**src/rtl/skinny_sched_pkg.sv**
```systemverilog
// Shared types and sizing for the SKINNY-64 masked S-box scheduler.
// Imported by the scheduler top and its per-share buffers.
package skinny_sched_pkg;

    localparam int NIBBLES       = 16;
    localparam int PIPE_DEPTH    = 4;
    localparam int RND_PER_STAGE = 12;
    localparam int RND_W         = RND_PER_STAGE * PIPE_DEPTH;
    localparam int NIB_W         = 4;
    localparam int STATE_W       = NIBBLES * NIB_W;
    localparam int IDX_W         = $clog2(NIBBLES);
    localparam int CNT_W         = $clog2(NIBBLES + 1);

    typedef enum logic [1:0] {
        IDLE = 2'd0,
        RUN  = 2'd1,
        DONE = 2'd2
    } state_t;

endpackage

```
**src/rtl/skinny_share_buf.sv**
```systemverilog
// One share of the cipher state: bulk load, indexed nibble read and
// indexed nibble write-back. One instance per share keeps domains apart.
module skinny_share_buf
    import skinny_sched_pkg::*;
(
    input  logic               clk,
    input  logic               rst_n,
    input  logic               load,
    input  logic [STATE_W-1:0] load_data,
    input  logic [IDX_W-1:0]   rd_idx,
    output logic [NIB_W-1:0]   rd_data,
    input  logic               wr_en,
    input  logic [IDX_W-1:0]   wr_idx,
    input  logic [NIB_W-1:0]   wr_data,
    output logic [STATE_W-1:0] q
);

    logic [STATE_W-1:0] data;

    // NOTE: the buffer is reset too, so no share of a discarded state survives a reset.
    always_ff @(posedge clk or negedge rst_n) begin
        if (!rst_n) begin
            data <= '0;
        end else if (load) begin
            data <= load_data;
        end else if (wr_en) begin
            data[wr_idx*NIB_W +: NIB_W] <= wr_data;
        end
    end

    assign rd_data = data[rd_idx*NIB_W +: NIB_W];
    assign q       = data;

endmodule

```
**src/rtl/skinny_sbox_sched.sv**
```systemverilog
// Streams a 3-share SKINNY-64 state through the external 4-stage masked
// S-box pipeline, one nibble per randomness-enabled cycle, writing results back in place.
module skinny_sbox_sched
    import skinny_sched_pkg::*;
(
    input  logic               clk,
    input  logic               rst_n,
    input  logic               in_valid,
    output logic               in_ready,
    input  logic [STATE_W-1:0] in_s1,
    input  logic [STATE_W-1:0] in_s2,
    input  logic [STATE_W-1:0] in_s3,
    output logic               out_valid,
    input  logic               out_ready,
    output logic [STATE_W-1:0] out_s1,
    output logic [STATE_W-1:0] out_s2,
    output logic [STATE_W-1:0] out_s3,
    input  logic               rnd_valid,
    output logic               rnd_ready,
    input  logic [RND_W-1:0]   rnd_in,
    output logic               sb_en,
    output logic [RND_W-1:0]   sb_r,
    output logic [NIB_W-1:0]   sb_in1,
    output logic [NIB_W-1:0]   sb_in2,
    output logic [NIB_W-1:0]   sb_in3,
    input  logic [NIB_W-1:0]   sb_out1,
    input  logic [NIB_W-1:0]   sb_out2,
    input  logic [NIB_W-1:0]   sb_out3,
    output logic               busy
);

    state_t                state, state_next;
    logic [CNT_W-1:0]      issue_cnt, cap_cnt;
    logic [PIPE_DEPTH-1:0] tag;
    logic                  load, run_en, issue_active, capture;
    logic [NIB_W-1:0]      rd1, rd2, rd3;
    logic [STATE_W-1:0]    q1, q2, q3;

    assign run_en       = (state == RUN) && rnd_valid;
    assign issue_active = (state == RUN) && (issue_cnt < CNT_W'(NIBBLES));
    // The oldest tag bit marks a valid result leaving the pipeline this cycle.
    assign capture      = run_en && tag[PIPE_DEPTH-1];

    always_ff @(posedge clk or negedge rst_n) begin
        if (!rst_n) begin
            state <= IDLE;
        end else begin
            state <= state_next;
        end
    end

    // NOTE: every always_comb output gets a default first so no path infers a latch.
    always_comb begin
        state_next = state;
        load       = 1'b0;
        case (state)
            IDLE: begin
                if (in_valid) begin
                    load       = 1'b1;
                    state_next = RUN;
                end
            end
            RUN: begin
                if (capture && cap_cnt == CNT_W'(NIBBLES - 1)) begin
                    state_next = DONE;
                end
            end
            DONE: begin
                if (out_ready) begin
                    state_next = IDLE;
                end
            end
            default: state_next = IDLE;
        endcase
    end

    always_ff @(posedge clk or negedge rst_n) begin
        if (!rst_n) begin
            issue_cnt <= '0;
            cap_cnt   <= '0;
            tag       <= '0;
        end else if (load) begin
            issue_cnt <= '0;
            cap_cnt   <= '0;
            tag       <= '0;
        end else if (run_en) begin
            tag <= {tag[PIPE_DEPTH-2:0], issue_active};
            if (issue_active) begin
                issue_cnt <= issue_cnt + 1'b1;
            end
            if (tag[PIPE_DEPTH-1]) begin
                cap_cnt <= cap_cnt + 1'b1;
            end
        end
    end

    skinny_share_buf u_buf1 (
        .clk(clk), .rst_n(rst_n), .load(load), .load_data(in_s1),
        .rd_idx(issue_cnt[IDX_W-1:0]), .rd_data(rd1),
        .wr_en(capture), .wr_idx(cap_cnt[IDX_W-1:0]), .wr_data(sb_out1), .q(q1)
    );

    skinny_share_buf u_buf2 (
        .clk(clk), .rst_n(rst_n), .load(load), .load_data(in_s2),
        .rd_idx(issue_cnt[IDX_W-1:0]), .rd_data(rd2),
        .wr_en(capture), .wr_idx(cap_cnt[IDX_W-1:0]), .wr_data(sb_out2), .q(q2)
    );

    skinny_share_buf u_buf3 (
        .clk(clk), .rst_n(rst_n), .load(load), .load_data(in_s3),
        .rd_idx(issue_cnt[IDX_W-1:0]), .rd_data(rd3),
        .wr_en(capture), .wr_idx(cap_cnt[IDX_W-1:0]), .wr_data(sb_out3), .q(q3)
    );

    // Bubbles and idle slots are constant zero, never a value derived from a share.
    assign sb_in1    = issue_active ? rd1 : '0;
    assign sb_in2    = issue_active ? rd2 : '0;
    assign sb_in3    = issue_active ? rd3 : '0;

    assign sb_en     = run_en;
    assign rnd_ready = run_en;
    assign sb_r      = (state == RUN) ? rnd_in : '0;

    assign in_ready  = (state == IDLE);
    assign busy      = (state != IDLE);
    assign out_valid = (state == DONE);
    assign out_s1    = (state == DONE) ? q1 : '0;
    assign out_s2    = (state == DONE) ? q2 : '0;
    assign out_s3    = (state == DONE) ? q3 : '0;

endmodule
```
**config.mk**
```make
export PLATFORM = sky130hd
export DESIGN_NAME = skinny_sbox_sched
export DESIGN_NICKNAME = d
export VERILOG_FILES = /design/src/rtl/skinny_sched_pkg.sv /design/src/rtl/skinny_share_buf.sv /design/src/rtl/skinny_sbox_sched.sv
export SDC_FILE = /design/constraint.sdc
export NUM_CORES = 1
export LEC_CHECK = 0
export ABC_AREA = 1
export CAP_MARGIN = 5
export CORE_AREA = 2 2 201 203
export CTS_BUF_LIST = sky130_fd_sc_hd__clkbuf_16
export CTS_CLUSTER_DIAMETER = 150
export DETAILED_ROUTE_END_ITERATION = 10
export DIE_AREA = 0 0 203 205
export PLACE_DENSITY = 0.67
export SLEW_MARGIN = 5
export SYNTH_ARGS = -nofsm -noshare
export SYNTH_HDL_FRONTEND = slang
export SYNTH_SLANG_ARGS = --single-unit
```
**constraint.sdc**
```tcl
create_clock -name clk -period 3.2 [get_ports clk]
set_input_delay 0.32 -clock clk [delete_from_list [all_inputs] [get_ports clk]]
set_output_delay 0.32 -clock clk [all_outputs]
set_load 0.02 [all_outputs]
```
==> results.md, run 1 <==
* Run status: finished, final reports clean
* Worst setup path start: issue_cnt[1]
* Port Buffers at ~510
* Routed len/inst at ~25 microns
* RSZ-0062 raised after global routing: no
* Worst reg2reg path startpoint: cap_cnt[0]
* Antenna violations before repair at 0
* Post-Syn Nets at roughly 2500
* Max_cap viols at 0
* CTS tree: yes
* Final #Nets at roughly 2900
* RD Place Congestion at around 1.0
* Initial core utilization at 0.360
* Layout cell share with drive strength beyond 1 at 0.0450
* Initial DRT Pass Iterations at 9
* Clock latency on the worst-skew pair at ~560 ps
* Clock root cell: clkbuf_16
* Synth area leaders: dfrtp_1, nand2_1, nand3_1
* Final Power at around 16000 uW
* WL final at 80000 microns
* Number of buffers added for setup after CTS at 0
* Maximum root-to-sink buffer count at 3
* Area occupied by multi-input gates at approximately 7100 sq um
* Clock Sinks at roughly 210
* Worst slew pin tran at 1090 ps
* Global-route wire length before repair at roughly 110000 microns
* Cell type with the largest total area after synthesis: dfrtp_1
* Final critical-path share of the clock period at 0.953
* TNS Setup at 0 ps
* Initial DRC Count at a little under 2000
* Synth cell types at 30
* Util after Layout at 0.524
* Post-Syn Area at around 14000 sq um
* Setup slack, reg-to-reg at between 300 and 400 ps
* Reg-to-reg endpoint: u_buf3.q[53]
* Post-detailed-route via-to-cell ratio at 5.42
* CP Capture Type: output pin
* Hold crit path type: in -> reg
* Minimum clock period at 3050 ps
* Clock-pin slew on the worst setup and hold paths at around 60 ps
* Largest net degree at the start of global routing at about 100
* Die Ht at around 200 microns
* Area Overhead vs Synth at 45.7%
* Final hold vios at 0
* Slew headroom at 0.269
* Pwr dens at between 700 and 800 nW/um^2
* Final-layout fill cell count at approximately 4000
* Gr usage total at 0.372
* Max IR drop VDD at 466 uV
* Placed instance area at 19800 sq um
* Yosys top cell area share at 0.368
* Sequential fraction of the synthesis area at 0.368
* Hpwl dp at ~63000 microns
* Slew Limit Fails at 0
* Worst setup path end: sb_in1[1]
* Fmax at 328 MHz
* Antenna Violating Nets Remaining at 0
* # diodes at 0
* Remaining Overflow, GRT at 0
* Die W at 203 microns
* DR vias at approximately 17000
* CTS buffer count at 26
* Gate Count Post-Synth at around 2200
* Syn avg cell area at between 6 and 7 sq um
* Yosys synthesis warning count at 0
* Hold Crit Depth at 3
* WP data required at 2880 ps
* Max Fanout on Critical Path at 51
* Core area at ~40000 sq um
* R2R depth at 8
* Startpoint Class: flop
* Flops & latches, synth at between 200 and 250
* Final setup viols at 0
* Cell leakage power at between 0.009 and 0.01 uW
* IO Pins at 514
* Die Area at 41600 sq um
* CP Class: reg -> out
* H-Tree Depth at 1
* DRC Markers at 0
* Clock Skew at approximately 26 ps
* Dpl cells at roughly 3200
* Post-route cell area at 20600 sq um
* FF/Latch Area at 5210 sq um
* # rows at 73
* Critical Path AT at 2730 ps
* Post-route insts no fill at ~3200
* Vias in the first global route at about 17000
-- layout by cell type (no fill, tap or decap), types with 2 or more instances in the layout --
cell / count
nand2_1: 540
clkdlybuf4s50_1: 500
inv_1: 311
nor2_1: 301
nand3_1: 289
dfrtp_1: 207
a21oi_1: 114
o21ai_0: 104
buf_4: 49
o211ai_1: 48
nor3_1: 36
a21boi_0: 30
clkbuf_16: 27
nand4_1: 21
and2_1: 20
o21a_1: 16
nor2_2: 9
buf_12: 9
dlygate4sd2_1: 8
clkinv_1: 7
nand2_2: 6
clkinv_2: 6
ha_1: 5
o22ai_1: 4
nor2_4: 3
o21ai_1: 2
inv_6: 2
-- cells by family (layout without fill, tap and decap cells) --
| family | Yosys count | after routing | share of synthesized area |
|---|---|---|---|
| buffers and inverters | 466 | 925 | 0.129 |
| adders and majority gates | 5 | 5 | 0.00442 |
| DFF | 208 | 208 | 0.368 |
| AOI/OAI and AO/OA | 319 | 319 | 0.130 |
| xor gates and xnor gates | 2 | 2 | 0.00256 |
| and+or+nand+nor | 1228 | 1228 | 0.366 |
-- worst min-delay path by stage --
stage	start	end	slack (ps)
2_1_floorplan	rst_n	cap_cnt[0]	20
3_3_place_gp	u_buf3.q[27]	u_buf3.q[27]	450
3_5_place_dp	u_buf3.q[26]	u_buf3.q[26]	460
4_1_cts	in_s2[0]	u_buf2.q[0]	340
5_1_grt	in_s2[0]	u_buf2.q[0]	360
6_report	in_s2[0]	u_buf2.q[0]	340
-- registers in the layout (all words and copies together) (netlist names) --
register   cells
u_buf1.q      64
tag            4
cap_cnt        5
state          2
u_buf3.q      64
u_buf2.q      64
issue_cnt      5
-- metal layers --
metal / wire, microns / track usage
met4: 3990 / 0.167
met5: 0 / 0
met3: 7020 / 0.0573
met1: 31700 / 0.477
met2: 37200 / 0.619
-- stage by stage --
step                setup WS, ps  hold slack [ps]
finish                       151              345
global route                39.6              359
CTS                          163              337
detailed placement           459              458
global placement             477              453
floorplan                    863             24.4
-- power by group --
part / switching [uW] / leakage (uW) / internal (uW) / total, uW
clock: 1260 / 0.000424 / 1590 / 2850
combinational: 5660 / 0.00670 / 2560 / 8220
sequential: 1130 / 0.00252 / 3780 / 4910
total: 8040 / 0.00965 / 7930 / 16000
-- cells in the mapped netlist --
cell / number
nand4_1: 21
clkinv_1: 4
o21ai_1: 2
buf_2: 36
nor2_1: 302
buf_1: 29
and2_1: 20
o21a_1: 16
nor3_1: 36
dfrtp_1: 208
nor2_4: 3
o22ai_1: 4
inv_2: 1
nand3_1: 289
nand2_1: 542
a21boi_0: 30
buf_4: 5
a21oi_1: 115
nand3_2: 1
o211ai_1: 48
xor2_4: 1
nand2_2: 5
ha_1: 5
o21ai_0: 104
inv_1: 305
nand3b_1: 1
buf_6: 2
xnor2_1: 1
clkbuf_1: 84
nor2_2: 8
-- critical path, cell delays in order (launching register included) --
cell and delay, ps:
dfrtp_1 370, buf_12 260, inv_1 110, buf_12 200, a21oi_1 120, o21ai_0 140
nand3_1 150, nand3_1 90, a21oi_1 340, dlygate4sd2_1 390
-- repair_timing --
item,4_1_cts,5_1_grt
hold buffers,1,0
hold endpoints to repair,97,0
endpoints found under the setup margin,8,18
gates resized for setup,10,3
cloned,0,0
pin swaps,0,0
-- area by class of cell --
type | instances | share of cell area
tap | 525 | 0.0319
timing repair buffer | 568 | 0.274
inverter | 310 | 0.0575
clock buffer | 27 | 0.0328
clock inverter | 20 | 0.00552
sequential | 208 | 0.252
multi-input combinational | 1554 | 0.346
No activity file was read; power rests on OpenSTA's default activity.
==> inputs of run 2 (changes only) <==
--- a/config.mk
+++ b/config.mk
@@ -6,13 +6,14 @@
 export NUM_CORES = 1
 export LEC_CHECK = 0
 export ABC_AREA = 1
+export ABC_CLOCK_PERIOD_IN_PS = 3200
 export CAP_MARGIN = 5
 export CORE_AREA = 2 2 201 203
 export CTS_BUF_LIST = sky130_fd_sc_hd__clkbuf_16
 export CTS_CLUSTER_DIAMETER = 150
 export DETAILED_ROUTE_END_ITERATION = 10
 export DIE_AREA = 0 0 203 205
-export PLACE_DENSITY = 0.67
+export PLACE_DENSITY_LB_ADDON = 0.25
 export SLEW_MARGIN = 5
 export SYNTH_ARGS = -nofsm -noshare
 export SYNTH_HDL_FRONTEND = slang
==> results.md, run 2 (synthesis results as in run 1) <==
* Antenna Violating Nets Remaining at 0
* Gr usage total at 0.360
* Initial DRT Pass Iterations at 8
* IO Pins at just over 500
* TNS Setup at 0 ps
* Crit-path slowest cell: clkdlybuf4s50_1
* Switching part of the total at 0.495
* Slew Limit Fails at 0
* RSZ-0062 raised after global routing: no
* Clock-pin slew on the worst setup and hold paths at approximately 60 ps
* Clock Skew at 13.2 ps
* Final-layout fill cell count at approximately 4000
* Top delay family on crit path: buffers and inverters
* Max Fanout on Critical Path at 90
* Clock Sinks at ~210
* Combinational fraction of design power at 0.504
* Worst slew pin tran at ~1000 ps
* Max IR drop VDD at between 400 and 500 uV
* Hold Crit Depth at 3
* CP Class: reg -> out
* Most frequent CP cell: nor2_1
* WL final at 77300 microns
* Core area at a little under 40000 sq um
* CP Capture Type: output pin
* Port Buffers at just over 500
* CTS buffer count at 26
* Final #Nets at 2929
* Setup slack, reg-to-reg at around 360 ps
* Clock latency on the worst-skew pair at roughly 560 ps
* Maximum root-to-sink buffer count at 3
* Initial core utilization at 0.360
* Antenna violations before repair at 1
* Die Ht at slightly above 200 microns
* Commonest non-fill, non-tap cell in the layout: nand2_1
* Largest net degree at the start of global routing at between 100 and 150
* FF/Latch Area at 5210 sq um
* Max_cap viols at 0
* Final setup viols at 0
* Worst reg2reg path startpoint: cap_cnt[0]
* Reg-to-reg endpoint: u_buf1.q[62]
* Area occupied by multi-input gates at 7130 sq um
* Most frequent cells in the layout: nand2_1, clkdlybuf4s50_1, inv_1, nor2_1, nand3_1
* Final critical-path share of the clock period at 0.966
* Final hold vios at 0
* Hold EP: u_buf3.q[49]
* Internal power at about 8000 uW
* H-Tree Depth at 1
* Final Hold Slack at about 330 ps
* Die Area at around 42000 sq um
* Min-delay src: in_s3[49]
* Pwr dens at between 700 and 800 nW/um^2
* Vias in the first global route at approximately 16000
* Post-detailed-route via-to-cell ratio at between 5 and 6
* CTS tree: yes
* Die W at between 200 and 250 microns
* Hpwl dp at roughly 61000 microns
* Chain of cells forming the critical path: inv_1 -> nor2_1 -> bufinv_16 -> buf_6 -> nor2_1 -> clkdlybuf4s50_1
* Startpoint Class: flop
* DR vias at 17269
* Reg power frac at 0.312
* Number of buffers added for setup after CTS at 0
* Slowest stage delay, CP at about 630 ps
* R2R depth at 10
* Hold crit path type: in -> reg
* Fmax at roughly 320 MHz
* Critical Path AT at around 2800 ps
* WP data required at roughly 2900 ps
* Slew headroom at 0.325
* RD Place Congestion at 0.992
* Part of the power in the clock network at 0.184
* NetSw at between 7000 and 8000 uW
* Layout cell share with drive strength beyond 1 at 0.0432
* Worst path bufs/invs at 4
* Initial DRC Count at between 1500 and 2000
* Run status: finished, final reports clean
* Routed len/inst at between 20 and 25 microns
* Remaining Overflow, GRT at 0
* # rows at 73
* Cell leakage power at between 0.009 and 0.01 uW
* Clock root cell: clkbuf_16
* Minimum clock period at between 3000 and 4000 ps
* DRC Markers at 0
* Global-route wire length before repair at 110000 microns
* Area Overhead vs Synth at 45.9%
* # diodes at 0
-- run 2: through the flow --
| stage | setup slack, ps | power (uW) | instance area, sq um | cells | utilization |
|---|---|---|---|---|---|
| floorplan | 863 | 9040 | 14200 | 2228 | - |
| global placement | 424 | 12700 | 19800 | 3163 | 0.503 |
| detailed placement | 386 | 12800 | 19800 | 3163 | 0.503 |
| CTS | 123 | 15600 | 20600 | 3210 | 0.524 |
| global route | 7.62 | 16700 | 20600 | 3210 | 0.524 |
| finish | 110 | 15800 | 20600 | 3210 | 0.524 |
-- run 2: worst max path at each step --
stage / start / endpoint / slack [ps] / depth (start not counted)
floorplan: cap_cnt[0] / u_buf1.q[0] / 860 / 11
global placement: state[1] / out_s3[20] / 420 / 6
global route: state[1] / out_s3[48] / 8 / 6
CTS: state[1] / out_s1[18] / 120 / 6
finish: state[1] / out_s3[54] / 110 / 6
detailed placement: rnd_valid / u_buf2.q[19] / 390 / 8
-- run 2: layout make-up --
cell class,instances,area share
clock buffers,27,0.0327
well taps,525,0.0318
multi-input cells,1554,0.345
repair buffers,567,0.273
inverters,310,0.0579
clock inverters,19,0.00636
flip-flops and latches,208,0.252
-- run 2: power by group through the flow --
stage | clock network [uW] | logic [uW] | registers [uW]
2_1_floorplan | 0 | 4700 | 4340
3_3_place_gp | 0 | 7820 | 4930
3_5_place_dp | 0 | 7870 | 4930
4_1_cts | 2920 | 7800 | 4890
5_1_grt | 3030 | 8600 | 5020
6_report | 2920 | 7970 | 4940
-- run 2: routing by layer --
layer	wire, microns	part of all wire	vias up	GRT usage
met5	13	0.00017	-	0
met4	3530	0.046	2	0.150
met3	7170	0.093	144	0.0530
met2	35300	0.46	1075	0.588
met1	31300	0.41	8138	0.478
li1	-	-	7910	-
-- run 2: timing repair --
action	CTS	global route
endpoints found under the setup margin	74	0
endpoints found under the hold margin	64	0
resized for setup	15	0
hold buffers	1	0
-- run 2: worst register-to-register path, stage by stage, from the launching register on --
cell	delay, ps
dfrtp_1	440
clkinv_1	120
ha_1	340
buf_4	210
inv_1	360
nand2_2	120
nor2_1	260
nand3_2	370
clkinv_1	340
nand2_1	110
nand3_1	120
==> inputs of run 3 (changes only) <==
--- a/config.mk
+++ b/config.mk
@@ -10,10 +10,10 @@
 export CAP_MARGIN = 5
 export CORE_AREA = 2 2 201 203
 export CTS_BUF_LIST = sky130_fd_sc_hd__clkbuf_16
-export CTS_CLUSTER_DIAMETER = 150
+export CTS_CLUSTER_DIAMETER = 50
 export DETAILED_ROUTE_END_ITERATION = 10
 export DIE_AREA = 0 0 203 205
-export PLACE_DENSITY_LB_ADDON = 0.25
+export PLACE_DENSITY = 0.74
 export SLEW_MARGIN = 5
 export SYNTH_ARGS = -nofsm -noshare
 export SYNTH_HDL_FRONTEND = slang
==> results.md, run 3 (synthesis results as in run 1) <==
* Run status: finished, final reports clean
* Fmax at between 300 and 400 MHz
* Final-layout fill cell count at 3890
* Port Buffers at between 500 and 600
* Final #Nets at 2952
* Area occupied by multi-input gates at 7130 sq um
* Pwr dens at between 700 and 800 nW/um^2
* Slew Limit Fails at 0
* DR vias at roughly 17000
* IO Pins at about 510
* Reg power frac at 0.298
* Largest net degree at the start of global routing at between 80 and 90
* Internal power at around 8400 uW
* Maximum root-to-sink buffer count at 3
* Part of the power in the clock network at 0.204
* Worst slew pin tran at ~1200 ps
* Die Area at between 40000 and 50000 sq um
* Initial DRT Pass Iterations at 8
* Area Overhead vs Synth at 47.7%
* Clock root cell: clkbuf_16
* Vias in the first global route at around 17000
* Startpoint Class: flop
* Remaining Overflow, GRT at 0
* Core area at approximately 39000 sq um
* Routed len/inst at 24.0 microns
* Hold crit path type: in -> async
* CTS buffer count at 31
* CTS tree: yes
* RSZ-0062 raised after global routing: no
* Combinational fraction of design power at 0.498
* Hpwl dp at 62500 microns
* Initial core utilization at 0.360
* H-Tree Depth at 1
* WL final at a little under 80000 microns
* Antenna violations before repair at 2
* Max_cap viols at 0
* CP Capture Type: output pin
* Most frequent cells in the layout: nand2_1, clkdlybuf4s50_1, inv_1, nor2_1, nand3_1
* Switching part of the total at 0.496
* Minimum clock period at 3130 ps
* Cell leakage power at roughly 0.0098 uW
* WP data required at around 2900 ps
* # rows at 73
* Final Power at between 15000 and 20000 uW
* Final hold vios at 0
* Die W at around 200 microns
* Clock-pin slew on the worst setup and hold paths at approximately 70 ps
* Initial DRC Count at roughly 2000
* Global-route wire length before repair at around 110000 microns
* CP Class: reg -> out
* Final setup viols at 0
* Commonest non-fill, non-tap cell in the layout: nand2_1
* R2R depth at 8
* TNS Setup at 0 ps
* Gr usage total at 0.362
* DRC Markers at 0
* Clock latency on the worst-skew pair at 570 ps
* Antenna Violating Nets Remaining at 0
* Critical Path AT at between 2000 and 3000 ps
* Max IR drop VDD at about 440 uV
* Layout cell share with drive strength beyond 1 at 0.0590
* Die Ht at roughly 210 microns
* Final critical-path share of the clock period at 0.978
* FF/Latch Area at approximately 5200 sq um
* Post-detailed-route via-to-cell ratio at between 5 and 6
* Clock Sinks at between 200 and 250
* Slew headroom at 0.222
* Clock Skew at 14.3 ps
* RD Place Congestion at 1.00
* NetSw at between 8000 and 9000 uW
* Max Fanout on Critical Path at 36
[run 3: final cells by class]
cell class	count	share of cell area
diodes	2	0.000239
multi-input cells	1554	0.341
clock buffers	31	0.0371
repair buffers	585	0.273
inverters	310	0.0564
clock inverters	25	0.0111
well taps	525	0.0314
flip-flops and latches	208	0.249
[run 3: stage by stage]
step / std cells / utilization / hold WS (ps) / setup WS (ps) / area, sq um
final: 3240 / 0.531 / 317 / 69.5 / 20900
after CTS: 3234 / 0.530 / 324 / 42.6 / 20800
after global routing: 3239 / 0.531 / 347 / 9.81 / 20900
after detailed placement: 3177 / 0.504 / 367 / 479 / 19800
after floorplan: 2228 / - / 24.4 / 863 / 14200
after global placement: 3177 / 0.504 / 368 / 592 / 19800
[run 3: routing by layer]
metal	vias up	GRT usage	wire length, microns
li1	7976	-	-
met1	8131	0.444	30000
met2	1112	0.601	35900
met3	198	0.0741	7160
met4	0	0.194	4760
met5	-	0	0
[run 3: what timing repair did]
action | CTS | global route
endpoints found under the hold margin | 61 | 0
gates resized for setup | 0 | 3
buffers inserted | 0 | 4
hold buffers | 1 | 0
setup endpoints to repair | 0 | 9
[run 3: path summary, 6_finish.rpt]
path	start	to	slack, ps
setup reg to reg	cap_cnt[0]	u_buf1.q[52]	370
hold reg to reg	u_buf2.q[59]	u_buf2.q[59]	470
setup / recovery	issue_cnt[0]	sb_in2[1]	70
min in group clk	in_s2[16]	u_buf2.q[16]	330
hold / removal	rst_n	u_buf3.q[57]	320
max in group asynchronous	rst_n	u_buf2.q[31]	1950
[run 3: worst max-delay path, stage by stage (launching register included)]
cell and delay [ps]:
dfrtp_2 460, inv_4 280, buf_4 380, o21ai_0 130, nand3_1 200, nand3_1 160
a21oi_1 400, buf_4 220
[run 3: power by group through the flow]
stage          registers (uW)  logic, uW  clock network [uW]
2_1_floorplan            4340       4700                   0
3_3_place_gp             4890       7880                   0
3_5_place_dp             4910       7940                   0
4_1_cts                  4870       7970                3390
5_1_grt                  5000       8790                3530
6_report                 4940       8260                3380
